File: src/rtl/mic_sequencer_pkg.sv
// Shared definitions for the MIC-1 microsequencer.
// Control-store geometry, MIR field offsets and sequencer states.
package mic_sequencer_pkg;

    localparam int MPC_BITS = 9;
    localparam int MIR_BITS = 36;

    localparam int NA_LSB   = 27;
    localparam int JMPC_BIT = 26;
    localparam int JAMN_BIT = 25;
    localparam int JAMZ_BIT = 24;

    typedef enum logic [1:0] {
        LOAD,
        RUN,
        WAIT,
        ERROR
    } seq_state_t;

endpackage

File: src/rtl/mic_sequencer_mpc_next_logic.sv
// Next-MPC computation for the MIC-1 microsequencer.
// Jump bits OR into the next address; there are never carries.
module mpc_next_logic
    import mic_sequencer_pkg::*;
(
    input  logic [MPC_BITS-1:0] na_i,
    input  logic                jmpc_i,
    input  logic                jamn_i,
    input  logic                jamz_i,
    input  logic                n_i,
    input  logic                z_i,
    input  logic [7:0]          mbr_i,
    output logic [MPC_BITS-1:0] nxt_o
);

    assign nxt_o[8]   = na_i[8] | (jamn_i & n_i) | (jamz_i & z_i);
    assign nxt_o[7:0] = na_i[7:0] | (jmpc_i ? mbr_i : 8'h00);

endmodule

File: src/rtl/mic_sequencer.sv
// MIC-1 microsequencer: MPC/MIR/flag registers, stall hold and
// a sticky watchdog that traps overly long memory stalls.
module mic_sequencer #(
    parameter int MPC_BITS = 9,
    parameter int MIR_BITS = 36,
    parameter int WAIT_MAX = 15
) (
    input  logic                clk,
    input  logic                reset_n,
    input  logic                n,
    input  logic                z,
    input  logic [7:0]          mbr,
    input  logic                stall,
    input  logic [MIR_BITS-1:0] cs_data,
    output logic [MPC_BITS-1:0] cs_addr,
    output logic [MIR_BITS-1:0] mir,
    output logic [MPC_BITS-1:0] mpc,
    output logic                n_flag,
    output logic                z_flag,
    output logic                exec_en,
    output logic                timeout
);
    import mic_sequencer_pkg::*;

    localparam int CNT_BITS = $clog2(WAIT_MAX + 1);

    seq_state_t          state_q;
    logic [MPC_BITS-1:0] mpc_q;
    logic [MIR_BITS-1:0] mir_q;
    logic                n_q;
    logic                z_q;
    logic [CNT_BITS-1:0] cnt_q;
    logic                timeout_q;
    logic [MPC_BITS-1:0] nxt;

    mpc_next_logic u_next (
        .na_i   (mir_q[NA_LSB +: MPC_BITS]),
        .jmpc_i (mir_q[JMPC_BIT]),
        .jamn_i (mir_q[JAMN_BIT]),
        .jamz_i (mir_q[JAMZ_BIT]),
        .n_i    (n),
        .z_i    (z),
        .mbr_i  (mbr),
        .nxt_o  (nxt)
    );

    // LOAD always fetches the entry word at address 0
    assign cs_addr = (state_q == LOAD) ? '0 : nxt;
    assign exec_en = ((state_q == RUN) || (state_q == WAIT)) && !stall;
    assign mir     = mir_q;
    assign mpc     = mpc_q;
    assign n_flag  = n_q;
    assign z_flag  = z_q;
    assign timeout = timeout_q;

    always_ff @(posedge clk) begin
        if (!reset_n) begin
            state_q   <= LOAD;
            mpc_q     <= '0;
            mir_q     <= '0;
            n_q       <= 1'b0;
            z_q       <= 1'b0;
            cnt_q     <= '0;
            timeout_q <= 1'b0;
        end else begin
            case (state_q)
                LOAD: begin
                    mir_q   <= cs_data;
                    mpc_q   <= '0;
                    state_q <= RUN;
                end
                RUN: begin
                    if (stall) begin
                        cnt_q   <= CNT_BITS'(1);
                        state_q <= WAIT;
                    end else begin
                        mpc_q <= nxt;
                        mir_q <= cs_data;
                        n_q   <= n;
                        z_q   <= z;
                    end
                end
                WAIT: begin
                    if (!stall) begin
                        mpc_q   <= nxt;
                        mir_q   <= cs_data;
                        n_q     <= n;
                        z_q     <= z;
                        cnt_q   <= '0;
                        state_q <= RUN;
                    end else if (cnt_q < CNT_BITS'(WAIT_MAX)) begin
                        cnt_q <= cnt_q + 1'b1;
                    end else begin
                        timeout_q <= 1'b1;
                        state_q   <= ERROR;
                    end
                end
                default: begin
                end
            endcase
        end
    end

endmodule

File: config.mk
export PLATFORM = sky130hd
export DESIGN_NAME = mic_sequencer
export DESIGN_NICKNAME = d
export VERILOG_FILES = /design/src/rtl/mic_sequencer_pkg.sv /design/src/rtl/mic_sequencer_mpc_next_logic.sv /design/src/rtl/mic_sequencer.sv
export SDC_FILE = /design/constraint.sdc
export NUM_CORES = 1
export LEC_CHECK = 0
export CORE_ASPECT_RATIO = 1.2
export CORE_MARGIN = 2
export CORE_UTILIZATION = 40
export DETAILED_ROUTE_END_ITERATION = 8
export GPL_TIMING_DRIVEN = 0
export PLACE_DENSITY = 0.87
export SLEW_MARGIN = 15
export SYNTH_ARGS = -nofsm -noshare
export SYNTH_HDL_FRONTEND = slang
export SYNTH_SLANG_ARGS = --single-unit
File: constraint.sdc
create_clock -name clk -period 4.4 [get_ports clk]
set_input_delay 0.88 -clock clk [delete_from_list [all_inputs] [get_ports clk]]
set_output_delay 0.88 -clock clk [all_outputs]
set_load 0.1 [all_outputs]
# Word-level counts from Yosys, hierarchy flattened
# Cells that the tools add are included.
# Widths: inputs -> output; s select.
# op_classes
n_mux	14
n_eq_ne	6
n_lt_le_gt_ge	1
n_addsub	1
n_bitwise	7
reduce_logical	13
# ops
op	count
$pmux 36 s2	1
$mux 36	1
$mux 9	2
$pmux 9 s2	1
$mux 4	3
$reduce_and 3->1	3
$mux 8	1
$or 8x8->8	1
$pmux 4 s2	1
$mux 2	3
$pmux 2 s3	1
$add 4x1->4 const B	1
$lt 4x4->1 const B	1
$ne 2x2->1 const B	2
$reduce_and 2->1	2
$reduce_bool 2->1	2
$ne 3x2->1 const B	1
$ne 3x3->1 const B	1
$reduce_bool 3->1	1
$and 1x1->1	2
$eq 2x1->1 const B	1
$eq 2x2->1 const B	1
$logic_not 2->1	1
$not 1->1	2
5 further kinds	6
# totals
inputBits	49
elab_cells	49
regBits	54

# Longest topological paths before layout
# Gate-level depths: netlist of run 1.
# depth
word_depth	5
depth_mapped	8

# Cells and area by module
# A second synthesis of run 1 with hierarchy kept.
# hier_totals
cells_unflattened	289
area_unflattened_um2	2508.7
# by_module_without_submodules
mod	cells_per_inst	area_each_um2	n_inst
mic_sequencer	279	2433.6	1
mpc_next_logic	10	75.1	1

# Worst setup path after synthesis of run 1
# Ideal clock, no wire load.
# synth_timing
path_type	reg-to-output
start	register mir_q[35], in the netlist mir[35]
end	output port cs_addr[8]
required_time_ns	3.520
stages_incl_launch_ff	3
slack_ns	1.125
arrival_time_ns	2.395
cell_sequence	dfxtp_1 > a221oi_1 > nor2_1
# synth_via
elab_chain_cells	3
# synth_rtl
item	line	rtl
start: declaration	mic_sequencer.sv:29	logic [MIR_BITS-1:0] mir_q;
start signal: assignment	mic_sequencer.sv:68	mir_q <= cs_data;
start signal: assignment	mic_sequencer.sv:78	mir_q <= cs_data;
start signal: assignment	mic_sequencer.sv:86	mir_q <= cs_data;
$or 1x1->1 (2 in a row)	mic_sequencer_mpc_next_logic.sv:16	assign nxt_o[8] = na_i[8] | (jamn_i & n_i) | (jamz_i & z_i);
$mux 9	mic_sequencer.sv:48	assign cs_addr = (state_q == LOAD) ? '0 : nxt;
end: declaration	mic_sequencer.sv:15	output logic [MPC_BITS-1:0] cs_addr,
# Every way passes these cells.

# Worst setup path in the final report of run 1
# layout_timing
start	input port stall
end	output port exec_en
# layout_via
elab_chain_cells	2
# layout_rtl
item	line	rtl
start: declaration	mic_sequencer.sv:13	input logic stall,
$logic_not 1->1	n/a	
$logic_and 1x1->1	mic_sequencer.sv:49	assign exec_en = ((state_q == RUN) || (state_q == WAIT)) && !stall;
end: declaration	mic_sequencer.sv:20	output logic exec_en,
# Every way passes these cells.

==> results.md, run 1 <==
- Status: complete, no violations
- Post-CTS Resized: 0
- Net count, final: 462
- Compound-Gate Fraction of Synth Area: 27.9%
- Reg-to-reg setup timing slack: 2.52 ns
- DRT Pass-1 Iters: 4
- Detailed placer's ending HPWL: 5480 um
- Critical Path AT: 3.09 ns
- Critical R2R Launch: state_q[0]$_SDFFE_PN0P_
- Main combinational cell family by area after synthesis: compound AO/OA/AOI/OAI gates
- Maximum VDD drop: 0.240 mV
- CP Capture Type: output pin
- Largest net degree at the start of global routing: 17
- Register area share after synthesis: 43.1%
- IO Port Bufs: 106
- Vias in the first global route: 2507
- Post-route ant nets: 0
- Worst-Skew Late Latency: 0.30 ns
- GRT overflow: 0
- Share of power burned in registers: 32.1%
- Slowest cell on crit path: clkdlybuf4s50_1
- Worst hold start: mir[1]$_SDFFE_PN0P_
- Hold endpoint: mir[1]$_SDFFE_PN0P_
- Synth Area in XOR/XNOR: 0%
- Delay-heaviest family, CP: buffers and inverters
- Fin crit period: 3.97 ns
- CP Buf/Inv Count: 5
- DR vias: 2529
- Worst Tran Pin Value: 0.995 ns
- Post-synth EDFFs: 0
- Power per cell area: 482 nW/um^2
- Initial Util: 41.4%
- Htree depth: 2
- Fin cells: 490
- Cells after Synth: 294
- Yosys reg bits: 54
- Cell variety after synth: 33
- Final period utilization: 90.1%
- Synth Warn #: 0
- Worst hold path depth: 2
- Leak: 1.42 nW
- # diodes: 0
- Die ar.: 6920 um^2
- Setup crit start kind: input port
- Root Buffer: clkbuf_8
- Crit-path cells: clkdlybuf4s50_1 -> nand2b_1 -> inv_2 -> buf_4 -> buf_4 -> clkdlybuf4s50_1
- Critical path's largest stage delay: 1.16 ns
- P_int: 928 uW
- CP Max Fanout: 10
- Share of flip-flops with an asynchronous set or reset: 0%
- CTS tree: yes
- Reg clk slew, reported paths: 0.08 ns
- Clock tree buffer depth: 2
- All-Layer GR Usage: 20.6%
- # setup viols final: 0
- Switch share: 48.8%
- Remaining DRCs: 0
- Avg WL per Cell: 14.7 um
- Clk_skew: 0.00849 ns
- Fmax: 0.252 GHz
- Share of cells above drive strength 1: 8.33%
- Routed wire length: 7190 um
- Worst EP required: 3.52 ns
- Post-CTS Hold Buffers: 0
- Max cap viols: 0
- Top-area cell type share of the netlist area: 43.1%
- Critical R2R Capture: mpc[1]$_SDFFE_PN0P_
- Cts bufs inserted: 5
- Drt initial violations: 101
- Global-route wire length before repair: 11800 um
- Setup Buffers After CTS: 0
- Hold Path Class: flip-flop to flip-flop
- Setup TNS: 0 ns
- Die Y: 90.7 um
- Top-Level Pins: 107
- Final Hold Fails: 0
- Mapped Nets: 349
- Core ar.: 6050 um^2
- Switch Pwr: 886 uW
- Layout area overhead: 50.2%
- Comb power frac: 52.3%
- Netlist Area Pre-Place: 2510 um^2
- FP Rows: 31
- Power Total: 1.81 mW
- Via/cell ratio: 5.16
- Area leader, netlist: dfxtp_1
- GP Congestion: 0.801
- CTS sink count: 54
- Number of antenna violations at the first check in global routing: 0
- Crit path kind: input port to output pin
- Synth top cells by count: dfxtp_1, a21boi_1, nand3_1
- Synth Area in Simple Gates: 17.3%
- Slew Viols, Final: 0
- Clk pwr share: 15.6%
- Placed cells: 482
- R2R cell count: 7
- Pre-CTS setup slack: 0.426 ns
- Mean Syn Cell Area: 8.53 um^2
- Dominant cells by area after synthesis: dfxtp_1, a21boi_1, nand3_1
- Relative slew slack: 33.4%
- Most common cell in the netlist: dfxtp_1
- Post-synthesis adder-cell area fraction: 2.99%
- RSZ-0062 raised after global routing: no
- Setup WS post-layout: 0.433 ns
- Mux share of post-synthesis cell area: 0.798%
- Most used DFF post-synth: dfxtp_1
- Die width: 76.3 um
[metrics by stage]
stage	util [%]	hold WS (ns)	cell area, um^2
after floorplan	-	0.455	2510
after global placement	60.7	0.448	3670
after detailed placement	60.7	0.455	3670
after CTS	62.2	0.468	3770
after global routing	62.2	0.491	3770
final	62.2	0.467	3770
[layer usage]
metal | vias up | track usage (%) | part of all wire (%)
met3 | 8 | 4.40 | 6.3
met2 | 92 | 37.6 | 51
met5 | - | 0 | 0
met4 | 0 | 5.61 | 1.5
met1 | 1168 | 24.0 | 41
li1 | 1261 | - | -
[power groups by stage]
| stage | combinational, mW | clock, mW | sequential, mW |
|---|---|---|---|
| after CTS | 0.953 | 0.293 | 0.583 |
| after detailed placement | 0.951 | 0 | 0.593 |
| final | 0.949 | 0.283 | 0.582 |
| after global placement | 0.940 | 0 | 0.591 |
| after global routing | 0.998 | 0.310 | 0.589 |
| after floorplan | 0.357 | 0 | 0.942 |
[cells in the final DEF, fill, tap and decap left out, types with 2 or more instances in the layout]
master           instances
a21oi_1                 10
mux2i_1                  2
clkbuf_8                 6
o21ai_1                 30
and3_1                   9
nand2_1                 10
nor2_1                  19
clkdlybuf4s50_1        106
a311o_1                  2
nand2b_1                 6
inv_1                    5
ha_1                     6
dfxtp_1                 54
nor2b_1                  3
o21ai_0                  8
buf_4                    9
clkbuf_1                 7
a21boi_1                38
nand3_1                 38
o21a_1                  10
buf_2                   14
[tightest hold or removal path, delay by kind of cell, from the launching register on]
family | cells | cell delay (ns)
DFF | 1 | 0.32
and+or+nand+nor | 1 | 0.06
AOI/OAI and AO/OA | 1 | 0.05
[cell families (layout without fill, tap and decap cells)]
| kind of cell | after synthesis | in the layout |
|---|---|---|
| adder cells (fa/ha/maj) | 6 | 6 |
| buffers and inverters | 37 | 151 |
| flip-flops | 54 | 54 |
| AO/OA/AOI/OAI | 107 | 107 |
| multiplexers | 2 | 2 |
| AND/OR/NAND/NOR | 88 | 88 |
[final cells by class]
class,count,area [um^2]
Buffer,31,175
Clock buffer,6,82.6
Clock inverter,2,12.5
Fill cell,558,2280
Inverter,6,22.5
Multi-Input combinational cell,203,1230
Sequential cell,54,1080
Tap cell,82,103
Timing Repair Buffer,106,1060
[state kept, by name, indices dropped and copies added, names as in the netlist]
signal,flops
cnt_q,4
z_flag,1
mir,36
mpc,9
state_q,2
timeout,1
n_flag,1
[worst max-delay path by stage]
stage                    startpoint          to  slack, ns  depth (start not counted)
2_1_floorplan  mir[35]$_SDFFE_PN0P_  cs_addr[8]       1.13                          2
3_3_place_gp                  stall     exec_en       0.45                          6
3_5_place_dp                  stall     exec_en       0.43                          6
4_1_cts                       stall     exec_en       0.42                          6
5_1_grt                       stall     exec_en       0.34                          6
6_report                      stall     exec_en       0.43                          6
No activity file was read; power rests on OpenSTA's default activity.
==> inputs of run 2 (changes only) <==
--- a/config.mk
+++ b/config.mk
@@ -10,6 +10,7 @@
 export CORE_UTILIZATION = 40
 export DETAILED_ROUTE_END_ITERATION = 8
 export GPL_TIMING_DRIVEN = 0
+export MAX_ROUTING_LAYER = met4
 export PLACE_DENSITY = 0.87
 export SLEW_MARGIN = 15
 export SYNTH_ARGS = -nofsm -noshare
==> results.md, run 2 (synthesis gave the netlist of run 1 again) <==
- Post-route ant nets: 0 (unchanged)
- DR vias: 2530 (+0.040%)
- Critical R2R Capture: mpc[1]$_SDFFE_PN0P_
- Hold Path Class: flip-flop to flip-flop
- Power Total: 1.82 mW (+0.13%)
- All-Layer GR Usage: 21.1% (+0.58 points)
- DRT Pass-1 Iters: 4 (unchanged)
- CP Capture Type: output pin
- Gr busiest metal: met2
- Worst-Skew Late Latency: 0.30 ns (about the same)
- FILL cells: 558 (unchanged)
- Cts bufs inserted: 5 (unchanged)
- Die width: 76.3 um (unchanged)
- Status: complete, no violations
- CP Max Fanout: 10 (unchanged)
- Post-CTS Hold Buffers: 0 (unchanged)
- Post-CTS Resized: 0 (unchanged)
- Crit path kind: input port to output pin
- Number of antenna violations at the first check in global routing: 0 (unchanged)
- Global-route wire length before repair: 11800 um (unchanged)
- Drt initial violations: 121 (+20%)
- M1 GR Usage: 24.3% (+0.31 points)
- GRT overflow: 0 (unchanged)
- CTS sink count: 54 (unchanged)
- Clk_skew: 0.0111 ns (+0.00259 ns)
- Largest net degree at the start of global routing: 17 (unchanged)
- Max FFs per register: 36 (unchanged)
- GP Congestion: 0.813 (+1.4%)
- Maximum VDD drop: 0.240 mV (about the same)
- Core ar.: 6050 um^2 (unchanged)
- Clock tree buffer depth: 2 (unchanged)
- Most frequent cells in the layout: clkdlybuf4s50_1, dfxtp_1, nand3_1, a21boi_1, o21ai_1
- Avg WL per Cell: 14.6 um (-0.24%)
- Detailed placer's ending HPWL: 5480 um (unchanged)
- R2R cell count: 7 (unchanged)
- Critical Path AT: 3.08 ns (about the same)
- Leak: 1.42 nW (unchanged)
- Setup crit start kind: input port
- Htree depth: 2 (unchanged)
- Fin crit period: 3.96 ns (-0.00400 ns)
- # diodes: 0 (unchanged)
- Net count, final: 462 (unchanged)
- IO Port Bufs: 106 (unchanged)
- Fmax: 0.252 GHz (+0.10%)
- RSZ-0062 raised after global routing: no
- Most common cell after layout, fill and taps aside: clkdlybuf4s50_1
- Worst Tran Pin Value: 0.995 ns (-0.0000119 ns)
- Top-Level Pins: 107 (unchanged)
- Design area: 3770 um^2 (unchanged)
- Critical R2R Launch: state_q[0]$_SDFFE_PN0P_
- Vias in the first global route: 2508 (+0.040%)
- Relative slew slack: 33.4% (about the same)
- Worst hold path depth: 2 (unchanged)
- Slew Viols, Final: 0 (unchanged)
- Share of cells above drive strength 1: 8.33% (unchanged)
- Worst EP required: 3.52 ns (about the same)
- Final Hold Fails: 0 (unchanged)
- Power per cell area: 482 nW/um^2 (+0.13%)
- Slowest cell on crit path: clkdlybuf4s50_1
- M2 GR Usage: 37.7% (+0.074 points)
- Setup TNS: 0 ns (unchanged)
- Crit-path cells: clkdlybuf4s50_1 -> nand2b_1 -> inv_2 -> buf_4 -> buf_4 -> clkdlybuf4s50_1
- Layout area overhead: 50.2% (unchanged)
- Setup Buffers After CTS: 0 (unchanged)
- Post-DP Area: 3670 um^2 (unchanged)
- Initial Util: 41.4% (unchanged)
- Hold endpoint: mir[1]$_SDFFE_PN0P_
- Final period utilization: 90.1% (-0.091 points)
- Reg clk slew, reported paths: 0.08 ns (about the same)
- Global-route met3 utilization: 3.80% (-0.60 points)
- Max cap viols: 0 (unchanged)
- Via/cell ratio: 5.16 (about the same)
- Critical path's largest stage delay: 1.16 ns (about the same)
- Die Y: 90.7 um (unchanged)
- FP Rows: 31 (unchanged)
- Routed wire length: 7180 um (-0.24%)
- Root Buffer: clkbuf_8
- Die ar.: 6920 um^2 (unchanged)
- Reg-to-reg setup timing slack: 2.52 ns (about the same)
- Worst hold start: mir[1]$_SDFFE_PN0P_
- CTS tree: yes
- Remaining DRCs: 0 (unchanged)
- # setup viols final: 0 (unchanged)
## run 2: cell counts in the layout (fill, tap and decap cells not counted)
No cell type changed its count.
## run 2: power by group
part	switching (mW)	internal [mW]	leakage, nW	total [mW]
logic	0.694	0.255	0.932	0.949
clock network	0.159	0.127	0.0472	0.285
registers	0.0359	0.546	0.443	0.582
## run 2: layer usage
metal	wire [um]	share of wire, %	vias up
li1	-	-	1265
met1	3000	42	1173
met2	3670	51	84
met3	404	5.6	8
met4	107	1.5	0
met5	0	0	-
## run 2: worst max path at each step
stage                              start    endpoint  slack, ns  cells after the start
floorplan           mir[35]$_SDFFE_PN0P_  cs_addr[8]       1.13                      2
global route                       stall     exec_en       0.34                      6
global placement                   stall     exec_en       0.45                      6
CTS                                stall     exec_en       0.42                      6
detailed placement                 stall     exec_en       0.43                      6
finish                             stall     exec_en       0.44                      6
## run 2: worst max-delay path: cells and delay by family
| family | cells | cell delay [ns] |
|---|---|---|
| simple gates | 1 | 0.19 |
| buf+inv | 5 | 2.01 |
## run 2: stage by stage
stage | setup slack (ns) | hold slack, ns | instances | utilization (%)
after floorplan | 1.13 | 0.455 | 294 | -
after global placement | 0.449 | 0.448 | 482 | 60.7
after detailed placement | 0.426 | 0.455 | 482 | 60.7
after CTS | 0.423 | 0.468 | 490 | 62.2
after global routing | 0.340 | 0.491 | 490 | 62.2
final | 0.437 | 0.467 | 490 | 62.2
## run 2: layout make-up
class	instances	area, um^2	share of cell area, %
Buffer	31	175	4.65
Tap cell	82	103	2.72
Timing Repair Buffer	106	1060	28.2
Multi-Input combinational cell	203	1230	32.6
Clock inverter	2	12.5	0.332
Clock buffer	6	82.6	2.19
Inverter	6	22.5	0.598
Sequential cell	54	1080	28.7
==> inputs of run 3 (changes only) <==
--- a/config.mk
+++ b/config.mk
@@ -5,11 +5,11 @@
 export SDC_FILE = /design/constraint.sdc
 export NUM_CORES = 1
 export LEC_CHECK = 0
+export ABC_CLOCK_PERIOD_IN_PS = 4400
 export CORE_ASPECT_RATIO = 1.2
 export CORE_MARGIN = 2
 export CORE_UTILIZATION = 40
 export DETAILED_ROUTE_END_ITERATION = 8
-export GPL_TIMING_DRIVEN = 0
 export MAX_ROUTING_LAYER = met4
 export PLACE_DENSITY = 0.87
 export SLEW_MARGIN = 15
==> results.md, run 3 (synthesis gave the netlist of run 1 again) <==
- Status: complete, no violations
- Die width: 76.3 um (unchanged)
- Net count, final: 434 (-6.1%)
- Post-CTS Hold Buffers: 0 (unchanged)
- DRT Pass-1 Iters: 4 (unchanged)
- Avg WL per Cell: 15.6 um (+6.4%)
- CP startpoint: z
- IO Port Bufs: 106 (unchanged)
- Slowest cell on crit path: a221oi_1
- Clock tree buffer depth: 2 (unchanged)
- Critical path's largest stage delay: 0.50 ns (-0.66 ns)
- CTS tree: yes
- Worst EP required: 3.52 ns (about the same)
- Initial Util: 41.4% (unchanged)
- GP Congestion: 0.779 (-4.2%)
- Largest net degree at the start of global routing: 60 (+43)
- DR vias: 2488 (-1.7%)
- Switch Pwr: 893 uW (+0.52%)
- Hold endpoint: mir[18]$_SDFFE_PN0P_
- Worst-Skew Late Latency: 0.31 ns (about the same)
- Delay-heaviest family, CP: buffers and inverters
- Critical R2R Launch: state_q[1]$_SDFFE_PN0P_
- Vias in the first global route: 2362 (-5.8%)
- Final Hold Fails: 0 (unchanged)
- Setup crit start kind: input port
- Setup TNS: 0 ns (unchanged)
- CTS sink count: 54 (unchanged)
- Clk_skew: 0.00802 ns (-0.00305 ns)
- Crit-path cells: clkdlybuf4s50_1 -> a221oi_1 -> nor2_1 -> buf_4
- Cts bufs inserted: 5 (unchanged)
- Via/cell ratio: 5.40 (+4.5%)
- Die Y: 90.7 um (unchanged)
- Max cap viols: 0 (unchanged)
- Share of power burned in registers: 33.1% (+1.0 points)
- P_int: 878 uW (-5.4%)
- Routed wire length: 7180 um (about the same)
- Fin cells: 461 (-5.9%)
- # setup viols final: 0 (unchanged)
- Crit path kind: input port to output pin
- Max FFs per register: 36 (unchanged)
- Core ar.: 6050 um^2 (unchanged)
- Post-CTS Resized: 0 (unchanged)
- Most frequent cells in the layout: clkdlybuf4s50_1, dfxtp_1, nand3_1, a21boi_1, o21ai_1
- Comb power frac: 51.2% (-1.0 points)
- Reg-to-reg setup timing slack: 2.10 ns (-0.42 ns)
- GRT overflow: 0 (unchanged)
- Slew Viols, Final: 0 (unchanged)
- Reg clk slew, reported paths: 0.10 ns (+0.02 ns)
- Die ar.: 6920 um^2 (unchanged)
- Layout area overhead: 43.3%
- Hold Path Class: flip-flop to flip-flop
- Post-DP Area: 3510 um^2 (-4.4%)
- R2R cell count: 5 (-2)
- Htree depth: 2 (unchanged)
- Switch share: 50.4% (+1.5 points)
- Top-Level Pins: 107 (unchanged)
- Root Buffer: clkbuf_8
- All-Layer GR Usage: 20.9% (-0.25 points)
- Power per cell area: 493 nW/um^2 (+2.2%)
- Worst hold start: mir[18]$_SDFFE_PN0P_
- Design area: 3590 um^2 (-4.6%)
- RSZ-0062 raised after global routing: no
- Fmax: 0.329 GHz (+30%)
- Share of cells above drive strength 1: 6.86% (-1.5 points)
- Post-route ant nets: 0 (unchanged)
- Final period utilization: 69.2% (-21 points)
- Worst Tran Pin Value: 0.990 ns (-0.00548 ns)
- Fin crit period: 3.04 ns (-0.919 ns)
- CP Max Fanout: 2 (-8)
- Drt initial violations: 134 (+11%)
- Number of antenna violations at the first check in global routing: 0 (unchanged)
- Leak: 1.34 nW (-5.9%)
- Global-route wire length before repair: 11500 um (-2.3%)
- FILL cells: 573 (+2.7%)
- Setup Buffers After CTS: 0 (unchanged)
- Clk pwr share: 15.6% (about the same)
- CP Capture Type: output pin
- FP Rows: 31 (unchanged)
- # diodes: 0 (unchanged)
- Worst hold path depth: 2 (unchanged)
- Remaining DRCs: 0 (unchanged)
- Relative slew slack: 33.8% (+0.37 points)
- Critical Path AT: 2.16 ns (-0.92 ns)
- Critical R2R Capture: mpc[5]$_SDFFE_PN0P_
- Placed cells: 454 (-5.8%)
- CP Buf/Inv Count: 2 (-3)
- Detailed placer's ending HPWL: 4860 um (-11%)
- Maximum VDD drop: 0.284 mV (+18%)
- Most common cell after layout, fill and taps aside: clkdlybuf4s50_1
run 3: worst max-delay path by stage:
stage                  to  slack, ns  depth (start not counted)
6_report       cs_addr[8]       1.36                          4
5_1_grt           mir[26]       1.31                          1
4_1_cts        cs_addr[8]       1.36                          4
3_5_place_dp   cs_addr[8]       1.36                          4
3_3_place_gp   cs_addr[8]       1.29                          4
2_1_floorplan  cs_addr[8]       1.13                          2
run 3: cell type report:
cell class                 instances  area [um^2]  area share [%]
clock buffer                       5         68.8            1.92
clock inverter                     2         15.0           0.418
inverter                           6         22.5           0.627
multi-input combinational        203         1240            34.4
sequential                        54         1080            30.1
tap                               82          103            2.86
timing repair buffer             109         1070            29.7
run 3: tightest hold or removal path, delay by kind of cell (launching register included):
kind,cells,cell delay [ns]
AOI/OAI and AO/OA,1,0.05
DFF,1,0.32
and+or+nand+nor,1,0.06
run 3: metrics by stage:
| step | util [%] | hold WS [ns] | worst slack, ns | total power [mW] |
|---|---|---|---|---|
| after detailed placement | 58.0 | 0.453 | 1.36 | 1.51 |
| after CTS | 59.4 | 0.467 | 1.36 | 1.78 |
| final | 59.4 | 0.464 | 1.36 | 1.77 |
| after global placement | 58.0 | 0.442 | 1.29 | 1.49 |
| after global routing | 59.4 | 0.493 | 1.31 | 1.84 |
| after floorplan | - | 0.455 | 1.13 | 1.30 |
run 3: power groups by stage:
stage	sequential (mW)	clock (mW)	combinational, mW
after floorplan	0.942	0	0.357
after global placement	0.594	0	0.901
after detailed placement	0.597	0	0.910
after CTS	0.586	0.284	0.911
after global routing	0.594	0.300	0.949
final	0.587	0.277	0.908
run 3: metal layers:
metal	global-route usage, %	part of all wire [%]
met3	4.30	5.2
met4	7.42	1.8
met2	36.3	53
met5	-	0
met1	23.7	40
